===== config.mk =====
export PLATFORM = sky130hd
export DESIGN_NAME = psg_mixer
export DESIGN_NICKNAME = d
export VERILOG_FILES = /design/src/rtl/psg_mixer.sv
export SDC_FILE = /design/constraint.sdc
export NUM_CORES = 1
export LEC_CHECK = 0
export ABC_AREA = 1
export CORE_ASPECT_RATIO = 0.6
export CORE_MARGIN = 2
export CORE_UTILIZATION = 40
export CTS_BUF_LIST = sky130_fd_sc_hd__clkbuf_8
export CTS_CLUSTER_SIZE = 25
export DETAILED_ROUTE_END_ITERATION = 10
export HOLD_SLACK_MARGIN = 0.06
export SYNTH_ARGS = -nofsm -noshare
export SYNTH_HDL_FRONTEND = slang
export SYNTH_SLANG_ARGS = --single-unit
export TNS_END_PERCENT = 10

===== constraint.sdc =====
create_clock -name clk -period 5.3 [get_ports clk]
set_input_delay 1.06 -clock clk [delete_from_list [all_inputs] [get_ports clk]]
set_output_delay 1.06 -clock clk [all_outputs]
set_load 0.01 [all_outputs]

===== src/rtl/psg_mixer.sv =====
// Multi-PSG stereo mixer: snapshots up to CHIPS x 3 channel levels on ce and
// accumulates them one channel per clk into saturated left/right samples.
module psg_mixer #(
    parameter int CHIPS = 1,
    parameter int IN_W  = 8,
    parameter int OUT_W = 10
) (
    input  logic                        clk,
    input  logic                        reset,
    input  logic                        ce,
    input  logic [1:0]                  mode,
    input  logic [CHIPS-1:0]            chip_en,
    input  logic [3*CHIPS*IN_W-1:0]     ch_in,
    output logic [OUT_W-1:0]            audio_l,
    output logic [OUT_W-1:0]            audio_r,
    output logic                        valid,
    output logic                        busy,
    output logic                        overrun
);

    localparam int NCH   = 3 * CHIPS;
    localparam int KW    = $clog2(NCH);
    localparam int CW    = (CHIPS > 1) ? $clog2(CHIPS) : 1;
    localparam int ACC_W = IN_W + 2 + $clog2(CHIPS);
    localparam int SW    = (ACC_W > OUT_W) ? ACC_W : OUT_W;
    localparam logic [KW-1:0]    K_LAST  = KW'(NCH - 1);
    localparam logic [OUT_W-1:0] OUT_MAX = '1;

    typedef enum logic [1:0] {IDLE, ACC, OUT} state_t;
    state_t state, state_nx;

    logic [3*CHIPS*IN_W-1:0] snap_ch;
    logic [CHIPS-1:0]        snap_en;
    logic [1:0]              snap_mode;
    logic [KW-1:0]           k;
    logic [1:0]              letter;
    logic [CW-1:0]           chip;
    logic [ACC_W-1:0]        acc_l, acc_r;

    logic [IN_W-1:0]         level;
    logic [ACC_W-1:0]        lvl_ext, term_l, term_r;
    logic [1:0]              pos;
    logic [1:0]              w_l, w_r;
    logic [OUT_W-1:0]        sat_l, sat_r;

    always_ff @(posedge clk or posedge reset) begin
        if (reset) state <= IDLE;
        else       state <= state_nx;
    end

    always_comb begin
        state_nx = state;
        case (state)
            IDLE:    if (ce) state_nx = ACC;
            ACC:     if (k == K_LAST) state_nx = OUT;
            OUT:     state_nx = IDLE;
            default: state_nx = IDLE;
        endcase
    end

    // pos: stereo placement of the current letter (0 left, 1 centre, 2 right)
    always_comb begin
        level   = snap_ch[int'(k)*IN_W +: IN_W];
        lvl_ext = ACC_W'(level);
        pos     = 2'd1;
        case (snap_mode)
            2'd1: pos = letter;
            2'd2: pos = (letter == 2'd0) ? 2'd0 : (letter == 2'd2) ? 2'd1 : 2'd2;
            2'd3: pos = (letter == 2'd1) ? 2'd0 : (letter == 2'd0) ? 2'd1 : 2'd2;
            default: pos = 2'd1;
        endcase
        w_l = (pos == 2'd0) ? 2'd2 : (pos == 2'd1) ? 2'd1 : 2'd0;
        w_r = (pos == 2'd2) ? 2'd2 : (pos == 2'd1) ? 2'd1 : 2'd0;
        if (!snap_en[chip]) begin
            w_l = 2'd0;
            w_r = 2'd0;
        end
        term_l = (w_l == 2'd2) ? (lvl_ext << 1) : (w_l == 2'd1) ? lvl_ext : '0;
        term_r = (w_r == 2'd2) ? (lvl_ext << 1) : (w_r == 2'd1) ? lvl_ext : '0;
        sat_l  = (SW'(acc_l) > SW'(OUT_MAX)) ? OUT_MAX : OUT_W'(acc_l);
        sat_r  = (SW'(acc_r) > SW'(OUT_MAX)) ? OUT_MAX : OUT_W'(acc_r);
    end

    always_ff @(posedge clk or posedge reset) begin
        if (reset) begin
            snap_ch   <= '0;
            snap_en   <= '0;
            snap_mode <= '0;
            k         <= '0;
            letter    <= '0;
            chip      <= '0;
            acc_l     <= '0;
            acc_r     <= '0;
            audio_l   <= '0;
            audio_r   <= '0;
            valid     <= 1'b0;
            busy      <= 1'b0;
            overrun   <= 1'b0;
        end else begin
            valid   <= (state == OUT);
            busy    <= (state_nx != IDLE);
            overrun <= ce && (state != IDLE);
            case (state)
                IDLE: if (ce) begin
                    snap_ch   <= ch_in;
                    snap_en   <= chip_en;
                    snap_mode <= mode;
                    k         <= '0;
                    letter    <= '0;
                    chip      <= '0;
                    acc_l     <= '0;
                    acc_r     <= '0;
                end
                ACC: begin
                    acc_l <= acc_l + term_l;
                    acc_r <= acc_r + term_r;
                    k     <= k + KW'(1);
                    if (letter == 2'd2) begin
                        letter <= '0;
                        chip   <= chip + CW'(1);
                    end else begin
                        letter <= letter + 2'd1;
                    end
                end
                OUT: begin
                    audio_l <= sat_l;
                    audio_r <= sat_r;
                end
                default: ;
            endcase
        end
    end

endmodule


==> run summary <==
The run finished with clean final reports. The overall via count from detail_route is 3,594. Derived from the worst setup path, the maximum achievable clock frequency is 328 MHz. The routed via count divided by cell count came out at 4.95. The top-level I/O count is 53. The leakage power summed over all cells came out at 2.58 nW. After clock tree synthesis, the flow added hold-fix buffers numbering 0. By instance count, the cell type seen most on the critical path is sky130_fd_sc_hd__nand2_1. The time the final worst path needs with I/O delays and setup came out at 3.05 ns. The normalized max-slew margin is 43.9%. The data arrival time of the critical path is 3.31 ns. The most numerous cell in the Yosys netlist is sky130_fd_sc_hd__nand2_1.

The clock insertion delay at the later pin of the skew report came out at 0.37 ns. The number of warnings issued by yosys is 0. The final worst slack came out at 2.25 ns. The worst voltage drop across the vdd grid came out at 0.201 mV. The final period utilization came out at 57.5%.

In this run, synthesis inferred 0 flip-flops with an integrated enable. The placement-stage worst setup slack came out at 1.84 ns. The mean instance size in the synthesized netlist is 7.70 um2. After the flow finishes, the layout carries non-filler instances totaling 726.

The total routed wire length on the met1 layer is 5380 um. The worst setup path is launched from a register. The slowest stage of the critical path belongs to the cell sky130_fd_sc_hd__o21ai_0. The critical path goes through inv_1 > nand2_1 > o21ai_0 > and3_1 > ha_1 > fa_1 > nand2_1 > nand3_1 > nand3_1 > nand2_1 > nand2_1 > nand3_1 > nand2_1.

The number of global-route vias before repair came out at 3,404. Among all flip-flop cells after synthesis, the most frequent one is sky130_fd_sc_hd__dfrtp_1. In the global route stage, overall resource usage came out at 19.7%. Setup repair after global routing left no endpoint under its margin. The synthesized netlist cell count came out at 537. The placement row count is 28.

By area the synthesized netlist is led by sky130_fd_sc_hd__dfrtp_1, sky130_fd_sc_hd__nand2_1, sky130_fd_sc_hd__ha_1. For the final routed database, the setup TNS stands at 0 ns. The top cell family by delay on the critical path is simple AND/OR/NAND/NOR gates.

The commonest cells after synthesis are sky130_fd_sc_hd__nand2_1, sky130_fd_sc_hd__dfrtp_1, sky130_fd_sc_hd__inv_1, sky130_fd_sc_hd__o21ai_0, sky130_fd_sc_hd__nand3_1. Gates resized during post-CTS repair numbered 0. After detailed routing, the number of remaining DRC violations is 0.

The post-placement cell area is 0.00474 mm2. The clock passes through at most 2 buffers. The detailed-routed wire length on met3 is 472 um. The top-area cell type share of the netlist area is 46.0%. The post-detailed-placement half-perimeter wirelength came out at 7350 um. The buffer and inverter count on the worst path is 1. The peak per-stage delay on the critical path came out at 0.54 ns.

The initial core utilization is 41.5%. The tree is rooted in a sky130_fd_sc_hd__clkbuf_8. The largest fanout of any net on the critical path came out at 11. The post-route cell area came out at 0.00497 mm2. The layout-stage area growth over the synthesis result is 20.2%. In this run the number of H-tree levels came out at 3. Global routing finished with a remaining overflow of 0. The final max-slew violation count is 0.

The total core area came out at 0.00995 mm2. The pin count of the biggest net entering global routing is 42. The setup path with the least slack is of type reg -> reg. The buffer count from post-CTS setup fixing is 0. In this run, distinct cell masters in the synthesized netlist total 32.

The final count of hold timing violations is 0. After the first detailed-routing iteration, the DRC count stood at 190. The overall die area came out at 0.0112 mm2.

The residual antenna-violating net count after detailed routing came out at 0. After detailed routing, the average wire length per cell comes to 13.6 um. The net count after synthesis came out at 588. The clock skew is 0.00857 ns. The clock sink count came out at 76. The cell accounting for the most synthesized area is sky130_fd_sc_hd__dfrtp_1. STA classifies the critical path endpoint as a register. 0 antenna diodes ended up in the layout.

The power density normalized to cell area is 582 mW/mm2. The number of antenna violations at the first check in global routing came out at 0. The mapped netlist covers 0.00413 mm2.

In this run the worst hold path is classified as reg -> reg. Data on the critical path is required at its endpoint by 5.56 ns. The first global-routing pass estimated 16,700 um of wire. At the pin with the least slew margin, the transition time is 0.840 ns. Counting flops with an async set or reset pin after synthesis yields a share of 100%.

The total of endpoints with negative setup slack in the final report came out at 0. After clock tree synthesis, the clock-pin slew on the worst setup and hold paths is 0.08 ns. After detailed placement, the design holds a cell count of 710. Input and output buffers added on the ports amount to 52. Signal routing reaches up to met4. The overall die width came out at 135 um. The final layout net count is 637. The detailed route wirelength on metal2 is 3870 um. The number of iterations in the first detailed-routing pass came out at 4. The number of buffers added by the clock tree synthesis step came out at 9.

After synthesis, flip-flops and latches occupy 46.0% of the total area. The wire length after detailed routing came out at 9870 um. The power after layout is 0.00289 W. The global placement routability congestion came out at 0.854.

In this run, synthesis produced a sequential element count of 76. The fraction of layout cells with a size suffix above 1 came out at 5.25%. The die height is 82.7 um. TritonCTS built the clock tree. The number of max-cap violations came out at 0.
[power breakdown]
group | internal (W) | total, W | leakage, nW | switching [W]
combinational | 0.000507 | 0.00141 | 1.50 | 0.000900
clock | 0.000278 | 0.000506 | 0.110 | 0.000228
sequential | 0.000816 | 0.000976 | 0.976 | 0.000160
total | 0.00160 | 0.00289 | 2.58 | 0.00129
[layout by cell type (no fill, tap or decap), types with 5 or more instances in the layout]
cell type | netlist | routed
sky130_fd_sc_hd__a21oi_1 | 12 | 12
sky130_fd_sc_hd__clkbuf_8 | 1 | 10
sky130_fd_sc_hd__clkdlybuf4s50_1 | 0 | 52
sky130_fd_sc_hd__dfrtp_1 | 76 | 76
sky130_fd_sc_hd__ha_1 | 19 | 19
sky130_fd_sc_hd__inv_1 | 50 | 50
sky130_fd_sc_hd__inv_2 | 4 | 5
sky130_fd_sc_hd__nand2_1 | 219 | 219
sky130_fd_sc_hd__nand3_1 | 33 | 33
sky130_fd_sc_hd__nand4_1 | 7 | 7
sky130_fd_sc_hd__nor2_1 | 29 | 29
sky130_fd_sc_hd__o21ai_0 | 39 | 39
sky130_fd_sc_hd__o22ai_1 | 11 | 11
[flip-flops by register name, summed over array words and instances (netlist names), 2 cells and up]
name,cells
state,2
audio_l,10
acc_r,10
acc_l,10
audio_r,10
snap_ch,24
k,2
snap_mode,2
letter,2
[per-stage QoR]
step,utilization [%],hold WS [ns]
floorplan,-,0.422
global placement,47.7,0.439
detailed placement,47.7,0.442
CTS,49.9,0.453
global route,49.9,0.475
finish,49.9,0.457
[metal layers]
| metal | global-route usage, % | vias to the layer above |
|---|---|---|
| met2 | 28.3 | 83 |
| li1 | - | 1820 |
| met5 | 0 | - |
| met4 | 6.46 | 0 |
| met1 | 28.8 | 1676 |
| met3 | 5.01 | 15 |
[cell families (layout without fill, tap and decap cells)]
logic type,count (synthesis),count (layout),share of synthesized area [%]
flip-flops,76,76,46.0
adder cells (fa/ha/maj),21,21,6.72
buffers and inverters,69,123,7.05
AO/OA/AOI/OAI,68,68,9.17
XOR/XNOR,3,3,1.09
AND/OR/NAND/NOR,300,300,30.0
[area by class of cell]
type | count | area [um2]
fill | 980 | 4980
clock inverter | 6 | 87.6
timing repair buffer | 53 | 528
clock buffer | 10 | 138
inverter | 54 | 203
tap | 135 | 169
sequential | 76 | 1900
multi-input combinational | 392 | 1940
[final timing paths]
| check | end | slack (ns) | startpoint | cells after the start |
|---|---|---|---|---|
| hold / removal | state[1]$_DFF_PP0_ | 0.46 | state[1]$_DFF_PP0_ | 1 |
| min in group asynchronous | snap_ch[20]$_DFFE_PP0P_ | 1.14 | reset | 2 |
| setup reg to reg | acc_r[8]$_DFFE_PP0P_ | 2.25 | k[0]$_DFFE_PP0P_ | 13 |
| setup / recovery | acc_r[8]$_DFFE_PP0P_ | 2.25 | k[0]$_DFFE_PP0P_ | 13 |
| hold reg to reg | state[1]$_DFF_PP0_ | 0.46 | state[1]$_DFF_PP0_ | 1 |
| max in group asynchronous | audio_l[3]$_DFFE_PP0P_ | 3.13 | reset | 3 |
Note: power is estimated with default switching activity, not from simulation.
